`src/rtl/dmem_arbiter.sv`:
```
`default_nettype none
// ============================================================================
// Module   : dmem_arbiter
// Purpose  : Shares one data-memory port between the CPU and a host requester
//            (round-robin with bounded host lock) and routes read data back.
// Revision : 1.0 - initial release
// ============================================================================
module dmem_arbiter #(
  parameter int ADDR_W   = 16,
  parameter int DATA_W   = 16,
  parameter int RD_LAT   = 1,
  parameter int MAX_LOCK = 8
) (
  input  logic              clk,
  input  logic              rst,
  input  logic              cpu_req,
  input  logic              cpu_we,
  input  logic [ADDR_W-1:0] cpu_addr,
  input  logic [DATA_W-1:0] cpu_wdata,
  input  logic              host_req,
  input  logic              host_we,
  input  logic [ADDR_W-1:0] host_addr,
  input  logic [DATA_W-1:0] host_wdata,
  input  logic              host_lock,
  output logic              cpu_gnt,
  output logic              host_gnt,
  output logic              cpu_stall,
  output logic              cpu_rvalid,
  output logic [DATA_W-1:0] cpu_rdata,
  output logic              host_rvalid,
  output logic [DATA_W-1:0] host_rdata,
  output logic              mem_en,
  output logic              mem_we,
  output logic [ADDR_W-1:0] mem_addr,
  output logic [DATA_W-1:0] mem_wdata,
  input  logic [DATA_W-1:0] mem_rdata
);

  typedef enum logic [0:0] {
    OWN_CPU  = 1'b0,
    OWN_HOST = 1'b1
  } owner_t;

  localparam logic [7:0] c_max_lock = 8'(MAX_LOCK);

  owner_t            r_last_gnt;
  logic              r_lock;
  logic [7:0]        r_lock_cnt;
  logic              w_host_wins_tie;
  logic              w_acc;
  logic              w_win_we;
  logic [ADDR_W-1:0] w_win_addr;
  logic [DATA_W-1:0] w_win_wdata;

  logic              r_mem_en;
  logic              r_mem_we;
  logic [ADDR_W-1:0] r_mem_addr;
  logic [DATA_W-1:0] r_mem_wdata;

  // Tag pipeline: bit i describes the read that reached memory i cycles ago.
  logic [RD_LAT:0]   r_tag_v;
  logic [RD_LAT:0]   r_tag_o;

  logic              r_cpu_rvalid;
  logic              r_host_rvalid;
  logic [DATA_W-1:0] r_cpu_rdata;
  logic [DATA_W-1:0] r_host_rdata;

  // Tie-break: exhausted lock budget forces the CPU, an active lock favours
  // the host, otherwise whoever was not granted last.
  always_comb begin
    w_host_wins_tie = (r_last_gnt == OWN_CPU);
    if (r_lock_cnt >= c_max_lock) begin
      w_host_wins_tie = 1'b0;
    end else if (r_lock && host_lock) begin
      w_host_wins_tie = 1'b1;
    end
  end

  assign cpu_gnt     = cpu_req  & ~(host_req & w_host_wins_tie);
  assign host_gnt    = host_req & ~(cpu_req & ~w_host_wins_tie);
  assign cpu_stall   = cpu_req & ~cpu_gnt;

  assign w_acc       = cpu_gnt | host_gnt;
  assign w_win_we    = host_gnt ? host_we    : cpu_we;
  assign w_win_addr  = host_gnt ? host_addr  : cpu_addr;
  assign w_win_wdata = host_gnt ? host_wdata : cpu_wdata;

  always_ff @(posedge clk or posedge rst) begin
    if (rst) begin
      r_last_gnt <= OWN_HOST;
      r_lock     <= 1'b0;
      r_lock_cnt <= 8'd0;
    end else begin
      if (cpu_gnt) begin
        r_last_gnt <= OWN_CPU;
      end else if (host_gnt) begin
        r_last_gnt <= OWN_HOST;
      end
      r_lock <= host_gnt & host_lock;
      if (!host_lock || cpu_gnt) begin
        r_lock_cnt <= 8'd0;
      end else if (host_gnt && cpu_req && (r_lock_cnt < c_max_lock)) begin
        r_lock_cnt <= r_lock_cnt + 8'd1;
      end
    end
  end

  always_ff @(posedge clk or posedge rst) begin
    if (rst) begin
      r_mem_en    <= 1'b0;
      r_mem_we    <= 1'b0;
      r_mem_addr  <= '0;
      r_mem_wdata <= '0;
      r_tag_v     <= '0;
      r_tag_o     <= '0;
    end else begin
      r_mem_en <= w_acc;
      r_mem_we <= w_acc & w_win_we;
      if (w_acc) begin
        r_mem_addr  <= w_win_addr;
        r_mem_wdata <= w_win_wdata;
      end
      r_tag_v <= {r_tag_v[RD_LAT-1:0], w_acc & ~w_win_we};
      r_tag_o <= {r_tag_o[RD_LAT-1:0], host_gnt};
    end
  end

  always_ff @(posedge clk or posedge rst) begin
    if (rst) begin
      r_cpu_rvalid  <= 1'b0;
      r_host_rvalid <= 1'b0;
      r_cpu_rdata   <= '0;
      r_host_rdata  <= '0;
    end else begin
      r_cpu_rvalid  <= r_tag_v[RD_LAT] & ~r_tag_o[RD_LAT];
      r_host_rvalid <= r_tag_v[RD_LAT] &  r_tag_o[RD_LAT];
      if (r_tag_v[RD_LAT] && !r_tag_o[RD_LAT]) begin
        r_cpu_rdata <= mem_rdata;
      end
      if (r_tag_v[RD_LAT] && r_tag_o[RD_LAT]) begin
        r_host_rdata <= mem_rdata;
      end
    end
  end

  assign mem_en      = r_mem_en;
  assign mem_we      = r_mem_we;
  assign mem_addr    = r_mem_addr;
  assign mem_wdata   = r_mem_wdata;
  assign cpu_rvalid  = r_cpu_rvalid;
  assign host_rvalid = r_host_rvalid;
  assign cpu_rdata   = r_cpu_rdata;
  assign host_rdata  = r_host_rdata;

endmodule
`default_nettype wire

```
`config.mk`:
```
export PLATFORM = sky130hd
export DESIGN_NAME = dmem_arbiter
export DESIGN_NICKNAME = d
export VERILOG_FILES = /design/src/rtl/dmem_arbiter.sv
export SDC_FILE = /design/constraint.sdc
export NUM_CORES = 1
export LEC_CHECK = 0
export ABC_AREA = 1
export CAP_MARGIN = 10
export CORE_MARGIN = 2
export CORE_UTILIZATION = 48
export CTS_BUF_LIST = sky130_fd_sc_hd__clkbuf_2 sky130_fd_sc_hd__clkbuf_4 sky130_fd_sc_hd__clkbuf_8
export DETAILED_ROUTE_END_ITERATION = 10
export PLACE_DENSITY = 0.88
export SLEW_MARGIN = 20
export SYNTH_ARGS = -nofsm -noshare
export SYNTH_HDL_FRONTEND = slang
export SYNTH_SLANG_ARGS = --single-unit
```
`constraint.sdc`:
```
create_clock -name clk -period 4.95 [get_ports clk]
set_input_delay 0.7425 -clock clk [delete_from_list [all_inputs] [get_ports clk]]
set_output_delay 0.7425 -clock clk [all_outputs]
set_load 0.01 [all_outputs]
```
======== After elaboration in Yosys (flattened, before gate mapping) ========
Index checks and enable logic that the tools add are counted.
cells by class
  muxes and demuxes ....................... 9
  add/sub/neg operators ................... 1
  bitwise operators ....................... 18
  shift operators ......................... 0
  reductions and logical operators ........ 10
  $mul .................................... 0
  $lt $le $gt $ge ......................... 2
  eq/ne operators ......................... 0
  div/mod/pow operators ................... 0
operators by type and width
  kind                                                                                 count
  16-bit two-way mux                                                                   2
  8-bit two-way mux                                                                    2
  1-bit bitwise AND                                                                    10
  8-bit by 1-bit adder with 8-bit output, second input constant                        1
  8-bit by 4-bit greater-or-equal comparator with 1-bit output, second input constant  1
  8-bit by 4-bit less-than comparator with 1-bit output, second input constant         1
  1-bit NOT                                                                            7
  1-bit logical AND                                                                    5
  1-bit two-way mux                                                                    5
  2-bit nonzero test                                                                   2
  1-bit logical NOT                                                                    2
  1-bit logical OR                                                                     1
  1-bit OR                                                                             1
storage, ports and cells
  bits in latches ......................... 0
  memories ................................ 0
  ROM bits ................................ 0
  register bits ........................... 82
  bits in writable memories ............... 0

======== Longest topological paths before layout ========
Gate-level depths: netlist of the first run.
  word-level depth ........................ 11
  mapped depth ............................ 10
  mapped depth without buffers ............ 8

======== Least setup slack after synthesis of the first run ========
Ideal clock, no wire load.
  path type ............................... input to output
  from .................................... input port host_lock
  to ...................................... output port host_gnt
  cell stages on the path ................. 6
  slack ................................... 2,768 ps
  arrival ................................. 1,439 ps
  path through ............................ buf_6 nand2_4 nand2_4 nand2_4 o21ai_4 buf_12
on the way
  word-level cells in the longest chain between the ends .. 7
ends and longest elaborated chain
  element            RTL line  RTL
  start, declared    24        input logic host_lock,
  1-bit logical AND  75        end else if (r_lock && host_lock) begin
  1-bit two-way mux  75
  1-bit two-way mux  73        if (r_lock_cnt >= c_max_lock) begin
  1-bit NOT          81        assign host_gnt = host_req & ~(cpu_req & ~w_host_wins_tie);
  1-bit bitwise AND  81
  1-bit NOT          81
  1-bit bitwise AND  81
  end, declared      26        output logic host_gnt,
No other way between the ends.

======== Worst setup path after layout of the first run ========
  from .................................... input port cpu_req
  to ...................................... output port host_gnt
on the way
  word-level cells in the longest chain between the ends .. 3
ends and longest elaborated chain
  element            RTL line  RTL
  start, declared    16        input logic cpu_req,
  1-bit bitwise AND  81
  1-bit NOT          81
  1-bit bitwise AND  81
No other way between the ends.

==> flow_metrics.py, run 1 <==
metrics = {
    "sta": {
        "finalCriticalPeriod_ps": 3890,
        "worst_pin_slew_ps": 993,
        "clock_skew_ps": 12.2,
        "setup_ws_ps": 1060,
        "fmax_mhz": 257,
        "rsz0062_at_grt": "no",
        "setup_violations": 0,
        "slew_violations": 0,
        "relSlewSlack_pct": 33.7,
        "hold_viol_final": 0,
        "finalSetupTns_ps": 0,
        "period_share_pct": 78.6,
    },
    "synthesis": {
        "yosysTopAreaCellShare_pct": 52.4,
        "syn_avg_cell_area_um2": 8.18,
        "syn_inst": 473,
        "synth_async_sr_flop_share_pct": 100,
        "synth_area_leaders": "dfrtp_1 52%, nand2_1 12%, inv_1 9.4%, nand3_1 9.2%, o21ai_0 4.3%",
        "synth_edf_count": 0,
        "synthAdderAreaFrac_pct": 0.647,
        "synth_compound_area_share_pct": 5.11,
        "synth_common_cells": "127 x nand2_1, 97 x inv_1, 81 x dfrtp_1",
        "synth_top_family_by_area": "simple AND/OR/NAND/NOR gates",
        "synth_cell_types": 25,
        "yosys-mux-area-fraction_pct": 0,
        "synth_top_flop_cell": "dfrtp_1",
        "ys_ff_latch": 82,
        "synthSimpleGateAreaFrac_pct": 26.7,
        "synth_seq_area_share_pct": 53.1,
        "ys_warn_count": 0,
        "syn_area_um2": 3870,
        "synth_largest_area_cell": "dfrtp_1",
        "synth-xor-area-share_pct": 0.453,
        "syn-num-nets": 562,
        "yosysMostFrequentCell": "nand2_1",
    },
    "clocking": {
        "post_cts_resized": 0,
        "path_clk_slew_ps": 90,
        "cts_sinks": 82,
        "postCtsSetupBuffers": 0,
        "clockRootBuffer": "clkbuf_8",
        "clock_path_buffers": 2,
        "cts_buffers": 9,
        "clk_latency_ps": 340,
        "cts_tree": "done",
        "h-tree-depth": 3,
        "ctsHoldBuffers": 0,
    },
    "power": {
        "p_per_area_nw_per_um2": 335,
        "power.total_w": 0.00187,
        "peakVddDrop_v": 0.000174,
        "p_leak_nw": 2.87,
    },
    "floorplan": {
        "die-area_um2": 8790,
        "fp.dieW_um": 93.8,
        "fp.dieH_um": 93.8,
        "ios": 158,
        "core_um2": 7770,
        "start_util_pct": 49.8,
        "rows": 32,
    },
    "global_route": {
        "grt_max_degree": 43,
        "antenna_found_initial": 0,
        "grt_overflow": 0,
        "grt_pass1_wl_um": 15700,
        "grt_pass1_vias": 3467,
        "track_usage_pct": 22.6,
    },
    "setup_path": {
        "worstPathRequired_ps": 4210,
        "cp-end-kind": "primary output",
        "worstPathMaxFanout": 35,
        "critPathArrivalTime_ps": 3150,
        "path_class": "input port to primary output",
        "startpoint_type": "input port",
    },
    "final_layout": {
        "fill_cells": 601,
        "nNetsFinal": 710,
        "instances_no_fill": 728,
        "syn2layout_area_growth_pct": 44.4,
        "antenna_cells": 0,
        "drive_above_1_share_pct": 6.07,
    },
    "routing": {
        "dr.pass1.iters": 4,
        "vias": 3522,
        "wl_per_cell_um": 13.1,
        "drt-initial-drc-count": 115,
        "route.detailed.drc": 0,
        "ant_nets": 0,
        "drt-vias-per-instance": 4.84,
        "wl_um": 9560,
    },
    "run": {
        "cap_viol_max_count": 0,
    },
    "place": {
        "dp_cells": 712,
        "dp_worst_setup_slack_ps": 1060,
        "place_congestion": 0.824,
        "hpwl_um": 7070,
        "port_buffers": 157,
    },
    "hold_path": {
        "hold_path_class": "flop to flop",
    },
    "status": {
        "status": "complete, no violations",
    },
}
cells in the final DEF (no fill, tap or decap), types with 2 or more instances in the layout:
master,synthesis,final
clkinv_4,0,2
nand4_1,2,2
dfrtp_1,81,81
clkdlybuf4s50_1,0,157
nor2_1,15,15
ha_1,2,2
nand2_2,10,10
o21ai_0,33,33
nand2_4,4,4
nand3_1,71,71
clkbuf_8,3,9
inv_6,0,2
buf_4,0,2
clkinvlp_4,0,2
nand2_1,127,127
inv_1,97,96
xor2_1,2,2
power breakdown:
group / total, W / switching, W / internal [W]
Combinational: 0.000576 / 0.000260 / 0.000316
Clock: 0.000441 / 0.000248 / 0.000193
Sequential: 0.000854 / 0.0000670 / 0.000787
flip-flops by register name, indices dropped and copies added (netlist names), 2 cells and up:
| register | cells |
|---|---|
| r_lock_cnt | 8 |
| host_rdata | 16 |
| r_tag_o | 2 |
| r_tag_v | 2 |
| mem_addr | 16 |
| mem_wdata | 16 |
| cpu_rdata | 16 |
stage by stage:
stage | utilization [%] | hold slack, ps | instance area (µm²)
finish | 71.9 | 351 | 5590
floorplan | - | 331 | 3870
global route | 71.9 | 362 | 5590
global placement | 69.6 | 332 | 5400
detailed placement | 69.6 | 337 | 5400
CTS | 71.9 | 353 | 5590
final timing paths:
kind	slack [ps]	cells past startpoint	start	to
setup / recovery	1060	5	cpu_req	host_gnt
hold / removal	350	0	r_tag_o[0]	r_tag_o[1]
setup reg to reg	2970	6	r_lock_cnt[3]	r_tag_v[0]
hold reg to reg	350	0	r_tag_o[0]	r_tag_o[1]
max in group asynchronous	3150	3	rst	r_last_gnt
min in group asynchronous	820	2	rst	host_rdata[11]
logic make-up (layout without fill, tap and decap cells):
logic type / after synthesis / count (layout)
compound gates: 36 / 36
xor+xnor: 2 / 2
fa+ha+maj: 2 / 2
buf+inv: 119 / 272
flops: 82 / 82
simple gates: 232 / 232
final cells by class:
class | instances | area, µm² | share of cell area [%]
Clock inverter | 6 | 50.0 | 0.896
Sequential cell | 82 | 2050 | 36.8
Tap cell | 102 | 128 | 2.28
Timing Repair Buffer | 159 | 1590 | 28.4
Multi-Input combinational cell | 272 | 1270 | 22.8
Clock buffer | 10 | 131 | 2.35
Inverter | 97 | 365 | 6.54
per-layer routing:
metal	up-vias	share of wire [%]	global-route usage, %
li1	1724	-	-
met5	-	0	0
met2	148	49	38.3
met4	0	2.1	8.70
met1	1632	42	28.5
met3	18	7.3	4.41
worst max-delay path: stages:
cell             delay [ps]
clkdlybuf4s50_1         490
inv_1                   210
nand2_2                 450
o21ai_4                 560
clkdlybuf4s50_1         690
Power figures use the tool's default switching activity.
==> run 2: changes to the inputs <==
--- a/config.mk
+++ b/config.mk
@@ -8,10 +8,10 @@
 export ABC_AREA = 1
 export CAP_MARGIN = 10
 export CORE_MARGIN = 2
-export CORE_UTILIZATION = 48
+export CORE_UTILIZATION = 45
 export CTS_BUF_LIST = sky130_fd_sc_hd__clkbuf_2 sky130_fd_sc_hd__clkbuf_4 sky130_fd_sc_hd__clkbuf_8
 export DETAILED_ROUTE_END_ITERATION = 10
-export PLACE_DENSITY = 0.88
+export PLACE_DENSITY = 0.83
 export SLEW_MARGIN = 20
 export SYNTH_ARGS = -nofsm -noshare
 export SYNTH_HDL_FRONTEND = slang
==> constraint.sdc (replaced) <==
create_clock -name clk -period 3.6 [get_ports clk]
set_input_delay 0.54 -clock clk [delete_from_list [all_inputs] [get_ports clk]]
set_output_delay 0.54 -clock clk [all_outputs]
set_load 0.01 [all_outputs]
==> flow_metrics.py, run 2 (synthesis gave the netlist of run 1 again) <==
metrics = {
    "routing": {
        "wl_um": 9650,
        "ant_nets": 0,
        "vias": 3546,
        "route.detailed.drc": 0,
        "drt-vias-per-instance": 4.83,
        "wl_per_cell_um": 13.1,
        "dr.pass1.iters": 4,
        "drt-initial-drc-count": 111,
    },
    "clocking": {
        "clock_path_buffers": 2,
        "path_clk_slew_ps": 80,
        "clk_latency_ps": 340,
        "postCtsSetupBuffers": 0,
        "cts_buffers": 9,
        "cts_tree": "done",
        "clockRootBuffer": "clkbuf_8",
        "h-tree-depth": 3,
        "post_cts_resized": 0,
        "ctsHoldBuffers": 0,
        "cts_sinks": 82,
    },
    "global_route": {
        "met2_usage_pct": 34.6,
        "met1_usage_pct": 27.2,
        "top_usage_layer": "met2",
        "grt_overflow": 0,
        "grt_pass1_vias": 3517,
        "antenna_found_initial": 0,
        "grt_pass1_wl_um": 16400,
        "grt_use_met3_pct": 5.49,
        "grt_max_degree": 40,
        "track_usage_pct": 21.1,
    },
    "power": {
        "p_leak_nw": 2.92,
        "power.total_w": 0.00277,
        "peakVddDrop_v": 0.000199,
        "p_per_area_nw_per_um2": 488,
    },
    "run": {
        "cap_viol_max_count": 0,
    },
    "floorplan": {
        "fp.dieH_um": 96.7,
        "fp.dieW_um": 96.7,
        "rows": 33,
        "die-area_um2": 9350,
        "core_um2": 8260,
        "start_util_pct": 46.8,
        "ios": 158,
    },
    "setup_path": {
        "startpoint_type": "input port",
        "crit_path_max_incr_delay_ps": 600,
        "slowest_stage": "clkdlybuf4s50_1",
        "path_class": "input port to primary output",
        "worstPathRequired_ps": 3060,
        "crit-reg2reg-capture": "mem_addr[12]",
        "cp-end-kind": "primary output",
        "path_buf_inv": 4,
        "critPathArrivalTime_ps": 2580,
        "r2r-start": "r_lock_cnt[3]",
        "path_common_cell": "nand2_4",
        "r2r_cells": 7,
        "cpLargestDelayFamily": "buffers and inverters",
        "worstPathMaxFanout": 36,
        "path_cells": "clkdlybuf4s50_1, nand2_4, nand2_4, nand2_4, inv_1, nand2_4, nand2_1, inv_1, clkdlybuf4s50_1",
        "reg2reg_slack_ps": 1870,
    },
    "sta": {
        "hold_viol_final": 0,
        "period_share_pct": 86.7,
        "fmax_mhz": 320,
        "relSlewSlack_pct": 30.4,
        "setup_violations": 0,
        "clock_skew_ps": 13.0,
        "worst_pin_slew_ps": 1040,
        "finalSetupTns_ps": 0,
        "rsz0062_at_grt": "no",
        "finalCriticalPeriod_ps": 3120,
        "slew_violations": 0,
    },
    "hold_path": {
        "hold_start": "r_tag_o[0]",
        "worstHoldEndpoint": "r_tag_o[1]",
        "hold_depth": 0,
        "hold_path_class": "flop to flop",
    },
    "final_layout": {
        "nNetsFinal": 713,
        "syn2layout_area_growth_pct": 46.7,
        "most-common-layout-cells": "157 x clkdlybuf4s50_1, 127 x nand2_1, 96 x inv_1, 81 x dfrtp_1, 71 x nand3_1",
        "final_area_um2": 5670,
        "layout_commonest_cell": "clkdlybuf4s50_1",
        "antenna_cells": 0,
        "drive_above_1_share_pct": 6.52,
    },
    "place": {
        "place_congestion": 0.855,
        "port_buffers": 157,
        "place_area_um2": 5430,
        "hpwl_um": 7070,
    },
    "status": {
        "status": "complete, no violations",
    },
}
## run 2: changes by cell type in the layout (fill, tap and decap cells not counted)
cell | before | now
clkinv_2 | 1 | 2
clkinvlp_4 | 2 | 0
bufinv_16 | 0 | 3
inv_6 | 2 | 1
clkinv_4 | 2 | 1
buf_4 | 2 | 5
## run 2: how the worst max path moves through the flow
stage / from / end / slack (ps) / cells after the start
finish: host_lock / cpu_gnt / 480 / 9
global route: host_lock / cpu_gnt / 340 / 9
CTS: host_lock / cpu_gnt / 490 / 9
detailed placement: host_lock / cpu_gnt / 510 / 9
global placement: host_lock / cpu_gnt / 560 / 9
floorplan: rst / cpu_rdata[0] / 950 / 1
## run 2: routing by layer
layer	share of wire [%]	wire (µm)
met1	43	4100
met2	48	4610
met3	7.8	753
met4	1.8	177
met5	0	0
## run 2: layout make-up
cell class                      instances  area (µm²)
Multi-Input combinational cell        272        1270
Sequential cell                        82        2050
Fill cell                             645        2580
Clock inverter                          6         113
Tap cell                              105         131
Inverter                               97         365
Clock buffer                           10         131
Timing Repair Buffer                  162        1610
## run 2: per-stage QoR
step / hold slack, ps / utilization (%) / setup WS [ps] / cells
finish: 349 / 68.7 / 480 / 734
detailed placement: 337 / 65.8 / 508 / 718
global route: 362 / 68.7 / 337 / 734
global placement: 333 / 65.8 / 561 / 718
floorplan: 331 / - / 953 / 473
CTS: 353 / 68.7 / 495 / 734
## run 2: worst register-to-register path: stages, from the launching register on
cell,delay [ps]
dfrtp_1,420
nor2_1,200
nand3_2,150
o21ai_4,180
buf_4,390
nand2_1,120
nand3_1,80
nand2_1,80
## run 2: power breakdown
group	leakage [nW]	switching (W)	total (W)	internal (W)
Sequential	0.999	0.0000899	0.00117	0.00108
Combinational	1.80	0.000362	0.000799	0.000437
Clock	0.124	0.000330	0.000801	0.000471
Total	2.92	0.000781	0.00277	0.00199
==> run 3: changes to the inputs <==
--- a/config.mk
+++ b/config.mk
@@ -11,6 +11,7 @@
 export CORE_UTILIZATION = 45
 export CTS_BUF_LIST = sky130_fd_sc_hd__clkbuf_2 sky130_fd_sc_hd__clkbuf_4 sky130_fd_sc_hd__clkbuf_8
 export DETAILED_ROUTE_END_ITERATION = 10
+export GPL_ROUTABILITY_DRIVEN = 0
 export PLACE_DENSITY = 0.83
 export SLEW_MARGIN = 20
 export SYNTH_ARGS = -nofsm -noshare
==> results of run 3 <==
The final DEF is identical to that of run 2; final timing and power are the same.
==> edit 1 (config.mk and constraints of run 2) <==
Change the parameter `RD_LAT` from 1 to 2.
--- a/src/rtl/dmem_arbiter.sv
+++ b/src/rtl/dmem_arbiter.sv
@@ -9,5 +9,5 @@
   parameter int ADDR_W   = 16,
   parameter int DATA_W   = 16,
-  parameter int RD_LAT   = 1,
+  parameter int RD_LAT   = 2,
   parameter int MAX_LOCK = 8
 ) (
Check against the original RTL: not equivalent (Yosys sat finds a counterexample within 4 cycles, from zero or initial values and one cycle with rst high).
==> edit 1 against run 2 <==
- synthesized area is 2.0% lower
- global-route usage increased by 1.2 points
- wire length shrank 0.15%
- via count up 0.99%
- critical path depth is 3 lower
- clock skew down 0.0030 ns
- largest power group unchanged
- total power is 0.71% lower
- critical path type unchanged
- cell area is 0.42% lower
- worst setup slack gained 0.36 ns
- sequential cell count up 2
==> edit 1: results <==
{
  "yosysSeqAreaShare_pct": 55.5,
  "place.detailed.instances": 717,
  "regToRegEndpoint": "mem_addr[5]",
  "nFillCells": 644,
  "wire_per_inst_um": 13.1,
  "xor_xnor_portion_of_the_synthesized_cell_area_pct": 0.462,
  "via_count": 3581,
  "globalplace.congestion": 0.842,
  "placed_cell_area_um2": 5420,
  "synth_cell_type_count": 22,
  "buffers_excl_clock": 163,
  "post_synth_main_area_contributors": "sky130_fd_sc_hd__dfrtp_1 (55%), sky130_fd_sc_hd__nand2_1 (14%), sky130_fd_sc_hd__inv_1 (9.5%), sky130_fd_sc_hd__nand3_1 (9.1%), sky130_fd_sc_hd__o21ai_0 (4.5%)",
  "track_usage_pct": 22.3,
  "worst_clock_skew_ns": 0.00995,
  "p_per_area_nw_per_um2": 487,
  "power_leakage_nw": 2.92,
  "setup_slack_of_the_most_critical_reg_to_reg_path_ns": 1.96,
  "synth.avg_cell_area_um2": 8.05,
  "grt_max_degree": 61,
  "outcome": "finished clean",
  "setup.worst_path.end": "cpu_stall",
  "synth.cells.most_frequent": "sky130_fd_sc_hd__nand2_1 (142), sky130_fd_sc_hd__inv_1 (96), sky130_fd_sc_hd__dfrtp_1 (83), sky130_fd_sc_hd__nand3_1 (69), sky130_fd_sc_hd__o21ai_0 (34)",
  "clkbuf_count": 11,
  "p_clk_mw": 0.749,
  "syn2layout_area_growth_pct": 49.1,
  "drt_iter0_markers": 145,
  "whs_endpoint": "r_tag_v[1]",
  "layout.comb_gates.multi_input": 268,
  "post_layout_nonfiller_instances": 733,
  "hold_startpoint": "r_tag_v[0]",
  "grt_pass1_vias": 3302,
  "synth_fa_ha_area_share_pct": 0.660,
  "nonClkBufAreaFrac_pct": 28.6,
  "max_slew.worst_pin.slew_ns": 1.03,
  "synth_compound_gate_area_share_pct": 4.62,
  "synthesis.nets": 560
}
[edit 1: cell types whose count changed after synthesis, moves of 3 or more]
cell	delta
sky130_fd_sc_hd__nand2_4	-3
sky130_fd_sc_hd__nand2_1	+15
sky130_fd_sc_hd__nand2_2	-9
sky130_fd_sc_hd__clkbuf_8	-3
sky130_fd_sc_hd__nor2_1	-5
[edit 1: logic make-up (layout without fill, tap and decap cells)]
| group | Yosys count | after routing |
|---|---|---|
| compound gates | 35 | 35 |
| flops | 84 | 84 |
| buf+inv | 119 | 276 |
| simple gates | 229 | 229 |
| fa+ha+maj | 2 | 2 |
| xor+xnor | 2 | 2 |
[edit 1: metal layers]
metal  global-route usage, %  share of wire [%]  up-vias
li1                        -                  -     1723
met1                    28.7                 41     1652
met2                    34.0                 45      188
met3                    7.13                 12       18
met4                    11.1                2.5        0
met5                       0                  0        -
==> edit 2 (flow settings as in run 2) <==
Without the edit above. Make the reset (`rst`) synchronous in 3 clocked blocks.
--- a/src/rtl/dmem_arbiter.sv
+++ b/src/rtl/dmem_arbiter.sv
@@ -87,5 +87,5 @@
   assign w_win_wdata = host_gnt ? host_wdata : cpu_wdata;
 
-  always_ff @(posedge clk or posedge rst) begin
+  always_ff @(posedge clk) begin
     if (rst) begin
       r_last_gnt <= OWN_HOST;
@@ -107,5 +107,5 @@
   end
 
-  always_ff @(posedge clk or posedge rst) begin
+  always_ff @(posedge clk) begin
     if (rst) begin
       r_mem_en    <= 1'b0;
@@ -127,5 +127,5 @@
   end
 
-  always_ff @(posedge clk or posedge rst) begin
+  always_ff @(posedge clk) begin
     if (rst) begin
       r_cpu_rvalid  <= 1'b0;
Function: differs if rst is asserted again (counterexample within 4 cycles, from zero or initial values and one cycle with rst high); with rst held inactive, the same outputs for 10 cycles.
==> edit 2 against run 2 <==
- synthesized area shrank 14%
- via count fell by 1.2%
- wire length fell by 2.2%
- sequential cell count unchanged
- cell area fell by 9.7%
- worst setup slack better by 0.27 ns
- critical path type unchanged
Power is not compared: it rests on default switching activity, and its combinational part moved more than twofold at a synthesized area within 25%.
==> edit 2: results <==
{
  "whs_ns": 0.423,
  "timing.hold.worst_path_depth": 2,
  "dpl.hpwl_um": 6810,
  "row_count": 31,
  "outcome": "finished clean",
  "nNonClkInverters": 51,
  "grt_max_degree": 43,
  "synthArstFlopShare_pct": 0,
  "via_count": 3505,
  "critical_path.max_stage_delay_ns": 0.56,
  "wire_per_inst_um": 13.0,
  "globalplace.congestion": 0.886,
  "grt_pass1_vias": 3297,
  "clockNetworkAreaShare_pct": 3.86,
  "yosysSeqAreaShare_pct": 49.5,
  "critPathMaxFanout": 5,
  "regToRegEndpoint": "cpu_rdata[0]",
  "timing.reg2reg.worst_path_depth": 5,
  "synthesis.nets": 559,
  "final_net_count": 708,
  "register_area_um2": 1640,
  "worst_clock_skew_ns": 0.00551,
  "setup_slack_of_the_most_critical_reg_to_reg_path_ns": 1.74,
  "wl_um": 9430,
  "placed_cell_area_um2": 4920,
  "nFillCells": 570,
  "place_worst_setup_slack_ns": 0.798,
  "layout-drive-gt1-share_pct": 4.33,
  "slew_headroom_pct": 59.7,
  "synth_cell_type_count": 19,
  "whs_endpoint": "r_tag_o[1]",
  "drt_iter0_markers": 147,
  "nonClkBufAreaFrac_pct": 31.6,
  "track_usage_pct": 23.3
}
-- edit 2: changes by cell type after synthesis, sizes merged, moves of 5 or more --
| cell | delta |
|---|---|
| buf | +9 |
| nand2 | -25 |
| nor2 | +72 |
| inv | -47 |
| dfxtp | +82 |
| nand3 | -5 |
| dfrtp | -81 |
-- edit 2: worst max-delay path: cells and delay by family --
family                 cells  cell delay (ns)
and+or+nand+nor            5             0.54
buffers and inverters      3             1.23
-- edit 2: worst max-delay path by stage --
stage                   start        end  cells past startpoint  slack (ns)
finish              host_lock  cpu_stall                      8        0.75
global route        host_lock  cpu_stall                      8        0.64
CTS                 host_lock  cpu_stall                      8        0.79
detailed placement  host_lock  cpu_stall                      8        0.80
global placement     host_req   host_gnt                      7        0.84
floorplan             cpu_req   host_gnt                      5        1.94
-- edit 2: where the power goes --
| part | switching, mW | internal, mW | total, mW |
|---|---|---|---|
| Sequential | 0.0219 | 0.952 | 0.974 |
| Clock | 0.331 | 0.329 | 0.660 |
| Combinational | 0.163 | 0.204 | 0.367 |
| Total | 0.516 | 1.49 | 2.00 |
-- edit 2: cells by family (layout without fill, tap and decap cells) --
kind of cell,Yosys count,count (layout),synth area share [%]
and+or+nand+nor,272,272,34.1
DFF,82,82,49.5
buffers and inverters,76,230,9.70
AOI/OAI and AO/OA,37,37,5.66
adders and majority gates,2,2,0.755
xor gates and xnor gates,1,1,0.264
-- edit 2: metal layers --
layer  track usage (%)  share of wire (%)  up-vias  wire [µm]
li1                  -                  -     1752          -
met1              27.7                 43     1563       4010
met2              37.2                 45      172       4200
met3              8.55                 11       18        995
met4              11.5                2.3        0        218
met5                 0                  0        -          0
